--- config.mk ---
export PLATFORM = sky130hd
export DESIGN_NAME = uart_rx
export DESIGN_NICKNAME = d
export VERILOG_FILES = /design/src/rtl/uart_rx.sv
export SDC_FILE = /design/constraint.sdc
export NUM_CORES = 1
export LEC_CHECK = 0
export ABC_AREA = 1
export CORE_ASPECT_RATIO = 1.75
export CORE_MARGIN = 2
export CORE_UTILIZATION = 60
export DETAILED_ROUTE_END_ITERATION = 10
export GPL_ROUTABILITY_DRIVEN = 0
export GPL_TIMING_DRIVEN = 0
export PLACE_DENSITY = 0.81
export SLEW_MARGIN = 20
export SYNTH_ARGS = -nofsm -noshare
export SYNTH_HDL_FRONTEND = slang
export SYNTH_SLANG_ARGS = --single-unit
export TNS_END_PERCENT = 10
--- constraint.sdc ---
create_clock -name clk -period 2.36 [get_ports clk]
set_clock_uncertainty 0.1 [all_clocks]
set_input_delay 0.354 -clock clk [delete_from_list [all_inputs] [get_ports clk]]
set_output_delay 0.354 -clock clk [all_outputs]
set_load 0.005 [all_outputs]
--- src/rtl/uart_rx.sv ---
// UART receiver: 8N1 frames, runtime 24-bit bit-period divisor, valid/ready
// byte output with framing-error and overrun pulses.
module uart_rx #(
    parameter bit          MSB_FIRST   = 1'b1,
    parameter int unsigned SYNC_STAGES = 2
) (
    input  logic        clk,
    input  logic        rst,
    input  logic [23:0] divisor,
    input  logic        rx,
    output logic [7:0]  rx_data,
    output logic        rx_valid,
    input  logic        rx_ready,
    output logic        frame_err,
    output logic        overrun,
    output logic        busy
);

    typedef enum logic [2:0] {
        StIdle,
        StStart,
        StData,
        StStop,
        StBreak
    } state_e;

    state_e state_q, state_d;

    logic [SYNC_STAGES-1:0] sync_q, sync_d;
    // Marks when the synchroniser holds real line samples rather than reset ones.
    logic [SYNC_STAGES-1:0] settle_q, settle_d;
    logic                   prev_q, prev_d;
    logic                   rx_s;
    logic                   fall;

    logic [23:0] cnt_q, cnt_d;
    logic [2:0]  idx_q, idx_d;
    logic [7:0]  shift_q, shift_d;
    logic [23:0] div_q, div_d;
    logic [23:0] half_q, half_d;

    logic [7:0] data_q, data_d;
    logic       valid_q, valid_d;
    logic       fe_q, fe_d;
    logic       ov_q, ov_d;

    logic [24:0] period;
    logic [7:0]  shift_in;

    assign rx_s   = sync_q[SYNC_STAGES-1];
    // Edge detect only after the chain has flushed, so a line held low across
    // reset is never mistaken for a start bit.
    assign fall   = prev_q & ~rx_s;
    assign period = {1'b0, divisor} + 25'd1;

    assign shift_in = MSB_FIRST ? {shift_q[6:0], rx_s} : {rx_s, shift_q[7:1]};

    assign rx_data   = data_q;
    assign rx_valid  = valid_q;
    assign frame_err = fe_q;
    assign overrun   = ov_q;
    assign busy      = (state_q != StIdle);

    // Synchroniser, settle tracker and edge-detect history.
    always_comb begin
        sync_d   = {sync_q[SYNC_STAGES-2:0], rx};
        settle_d = {settle_q[SYNC_STAGES-2:0], 1'b1};
        prev_d   = rx_s & settle_q[SYNC_STAGES-1];
    end

    // Next-state, counters, shift register and output registers.
    always_comb begin
        state_d = state_q;
        cnt_d   = cnt_q;
        idx_d   = idx_q;
        shift_d = shift_q;
        div_d   = div_q;
        half_d  = half_q;
        data_d  = data_q;
        valid_d = valid_q & ~rx_ready;
        fe_d    = 1'b0;
        ov_d    = 1'b0;

        unique case (state_q)
            StIdle: begin
                cnt_d = '0;
                if (fall) begin
                    state_d = StStart;
                    div_d   = divisor;
                    half_d  = period[24:1] - 24'd1;
                end
            end
            StStart: begin
                if (cnt_q == half_q) begin
                    cnt_d = '0;
                    idx_d = '0;
                    // A high sample at mid start bit means the edge was a glitch.
                    state_d = rx_s ? StIdle : StData;
                end else begin
                    cnt_d = cnt_q + 24'd1;
                end
            end
            StData: begin
                if (cnt_q == div_q) begin
                    cnt_d   = '0;
                    shift_d = shift_in;
                    idx_d   = idx_q + 3'd1;
                    if (idx_q == 3'd7) begin
                        state_d = StStop;
                    end
                end else begin
                    cnt_d = cnt_q + 24'd1;
                end
            end
            StStop: begin
                if (cnt_q == div_q) begin
                    cnt_d = '0;
                    if (rx_s) begin
                        state_d = StIdle;
                        // Accepting the old byte this cycle frees the slot.
                        if (!valid_q || rx_ready) begin
                            data_d  = shift_q;
                            valid_d = 1'b1;
                        end else begin
                            ov_d = 1'b1;
                        end
                    end else begin
                        fe_d    = 1'b1;
                        state_d = StBreak;
                    end
                end else begin
                    cnt_d = cnt_q + 24'd1;
                end
            end
            StBreak: begin
                cnt_d = '0;
                if (rx_s) begin
                    state_d = StIdle;
                end
            end
            default: begin
                state_d = StIdle;
                cnt_d   = '0;
            end
        endcase
    end

    // State and datapath registers with synchronous reset.
    always_ff @(posedge clk) begin
        if (rst) begin
            state_q  <= StIdle;
            sync_q   <= '1;
            settle_q <= '0;
            prev_q   <= 1'b0;
            cnt_q    <= '0;
            idx_q    <= '0;
            shift_q  <= '0;
            div_q    <= '0;
            half_q   <= '0;
            data_q   <= '0;
            valid_q  <= 1'b0;
            fe_q     <= 1'b0;
            ov_q     <= 1'b0;
        end else begin
            state_q  <= state_d;
            sync_q   <= sync_d;
            settle_q <= settle_d;
            prev_q   <= prev_d;
            cnt_q    <= cnt_d;
            idx_q    <= idx_d;
            shift_q  <= shift_d;
            div_q    <= div_d;
            half_q   <= half_d;
            data_q   <= data_d;
            valid_q  <= valid_d;
            fe_q     <= fe_d;
            ov_q     <= ov_d;
        end
    end

endmodule

==> summary.md <==
| Metric | Value |
|---|---|
| PwrDens | 587 nW/um^2 |
| Tightest Hold Check Type | in -> reg |
| Fin crit period | 2360 ps |
| Final hold violation count | 0 |
| Hold path start | divisor[2] |
| CTS Sinks | 102 |
| Synthesized cell area | 6120 um^2 |
| Largest net degree at the start of global routing | 17 |
| Die Footprint | 11100 um^2 |
| Synth top area cells | dfxtp_1 (33%), nand2_1 (13%), nor2_1 (8.3%) |
| Clk root buf | clkbuf_16 |
| Worst R2R Start | cnt_q[12] |
| Dpl cells | 1089 |
| Num CTS Buffers | 9 |
| P&R area growth vs syn | 17.5% |
| Initial core utilization | 61.8% |
| Overall power | 4230 uW |
| Clock Tree Buf Depth | 2 |
| YS warnings | 0 |
| Maximum vdd ir drop | 0.000464 V |
| Drt wl/cell | 14.4 um |
| Antenna Diode Count | 0 |
| Leakage power | 0.00322 uW |
| GRT overflow | 0 |
| Max cap viols | 0 |
| Dominant cell by count in the synthesized netlist | nand2_1 |
| Clock transition at the registers of the reported paths | 70 ps |
| Antenna violations before repair | 0 |
| Clk Latency, worst-skew pair | 350 ps |
| Post-Place Worst Slack | -687 ps |
| Worst Setup End Kind | register |
| Setup crit start kind | register |
| Post-synth top area cell | dfxtp_1 |
| Worst-margin pin slew | 577 ps |
| I/O pins | 40 |
| Vias per cell | 5.45 |
| Residual DRC | 0 |
| Critical setup path kind | reg -> reg |
| Crit path from | cnt_q[12] |
| Setup tns final | 0 ps |
| Synthesized area per cell | 6.60 um^2 |
| DP HPWL | 12300 um |
| FF+latch count, synth | 102 |
| Core Util, Final | 72.6% |
| Hold bufs inserted after CTS | 0 |
| Critical Path AT | 2500 ps |
| Std-Cell Rows | 48 |
| Post-synthesis async set-or-reset flop share | 0% |
| WL final | 16100 um |
| Post-synth top cells | nand2_1 (212), nor2_1 (136), dfxtp_1 (102) |
| RSZ-0062 raised after global routing | true |
| Post-synth top flop | dfxtp_1 |
| GR Util All Layers | 30.4% |
| First-pass GRT wire length | 25800 um |
| Post-route antenna net violation count | 0 |
| Synth top area share | 33.4% |
| CTS tree | built |
| Fin crit share | 99.9% |
| Filler cell count | 838 |
| Vias in the first global route | 5662 |
| Slew HR | 61.5% |
| Number of enable flip-flop cells after synthesis | 0 |
| Drt pass-1 iters | 6 |
| Fmax | 424 MHz |
| DR vias | 6092 |
| Core area | 9910 um^2 |
| Final slew viol count | 0 |
| Nets@finish | 1020 |
| Chip Width | 80.4 um |
| Req. time, crit path | 2500 ps |
| Crit Path Max Fanout | 10 |
| Non-filler cells, final | 1117 |
| Synth unique cells | 44 |
| H-tree Lvls | 3 |
| Port Buf Inserts | 37 |
| Status | finished, final reports clean |
| Share of cells above drive strength 1 | 12.8% |
| Mapped Cells | 927 |
| Seq/Total Area, Yosys | 33.4% |
| Die Ht | 138 um |
| Final setup fails | 0 |
| Worst setup margin | 2.14 ps |
| Post-Syn Nets | 960 |
| Initial DRC Count | 353 |
[metrics by stage]
step	area (um^2)	hold slack, ps
after floorplan	6120	288
after global placement	6650	296
after detailed placement	6650	319
after CTS	7110	217
after global routing	7190	241
final	7190	221
[critical path: stages (launching register included)]
cell      delay [ps]
dfxtp_1          310
clkbuf_1         280
xor2_1           110
a21oi_1          190
nand3_1           90
nor2_1           240
nand2_1          210
nand2_1          100
nand2_1           70
nand2_1           90
buf_4            200
buf_4            200
nor2_1            70
[kinds of logic (layout without fill, tap and decap cells)]
| logic type | after synthesis | count (layout) | synth area share (%) |
|---|---|---|---|
| and+or+nand+nor | 504 | 504 | 37.5 |
| buffers and inverters | 131 | 196 | 8.52 |
| AOI/OAI and AO/OA | 131 | 131 | 11.9 |
| DFF | 102 | 102 | 33.4 |
| adders and majority gates | 5 | 5 | 1.02 |
| xor gates and xnor gates | 54 | 54 | 7.73 |
[worst paths after layout]
check	endpoint	slack (ps)	cells past startpoint
worst max-delay path	cnt_q[22]	2	12
worst min-delay path	div_q[2]	220	3
worst max register to register	cnt_q[22]	2	12
worst min register to register	prev_q	330	2
[flip-flops by register name (all words and copies together), names as in the netlist]
signal / count
shift_q: 8
idx_q: 3
cnt_q: 24
half_q: 24
rx_valid: 1
div_q: 24
frame_err: 1
state_q: 3
prev_q: 1
rx_data: 8
overrun: 1
settle_q: 2
sync_q: 2
[per-layer routing]
layer | GRT usage (%) | part of all wire, % | vias up
met5 | 0 | 0 | -
met4 | 16.2 | 5.1 | 0
met3 | 4.39 | 2.6 | 60
met2 | 59.4 | 55 | 148
met1 | 29.8 | 37 | 2785
li1 | - | - | 3099
[power breakdown]
group,total [uW],leakage [uW],internal (uW),switching [uW]
clock network,1470,0.000143,820,647
registers,1910,0.000825,1830,75.6
logic,852,0.00225,324,527
[cells in the final DEF (no fill, tap or decap), drive strengths merged]
| cell | n |
|---|---|
| nand2 | 228 |
| nor2 | 157 |
| dfxtp | 102 |
| inv | 100 |
| nand3 | 69 |
| o21ai | 65 |
| a21oi | 42 |
| xor2 | 36 |
| clkdlybuf4s50 | 30 |
| clkbuf | 28 |
| buf | 25 |
| nand4 | 23 |
| xnor2 | 18 |
| nor3 | 14 |
| o21a | 8 |
| or2 | 7 |
| o21bai | 6 |
| a31oi | 5 |
| dlymetal6s2s | 5 |
| ha | 5 |
| clkinv | 5 |
| nor3b | 3 |
| o211ai | 2 |
| o22ai | 1 |
| o211a | 1 |
| and3 | 1 |
| nor4 | 1 |
| nand3b | 1 |
| o221ai | 1 |
| bufinv | 1 |
| clkinvlp | 1 |
| dlygate4sd2 | 1 |
[final cells by class]
| class | count | area, um^2 | area share (%) |
|---|---|---|---|
| plain buffers | 29 | 145 | 2.02 |
| clock buffers | 10 | 229 | 3.18 |
| clock inverters | 6 | 61.3 | 0.852 |
| inverters | 101 | 379 | 5.27 |
| multi-input cells | 694 | 3700 | 51.5 |
| flip-flops and latches | 102 | 2040 | 28.4 |
| well taps | 125 | 156 | 2.17 |
| repair buffers | 50 | 478 | 6.64 |
[what timing repair did]
item | CTS | global route
resized for setup | 23 | 29
setup endpoints to repair | 17 | 57
pin swaps | 10 | 6
setup buffers | 12 | 1
No activity file was read; power rests on OpenSTA's default activity.
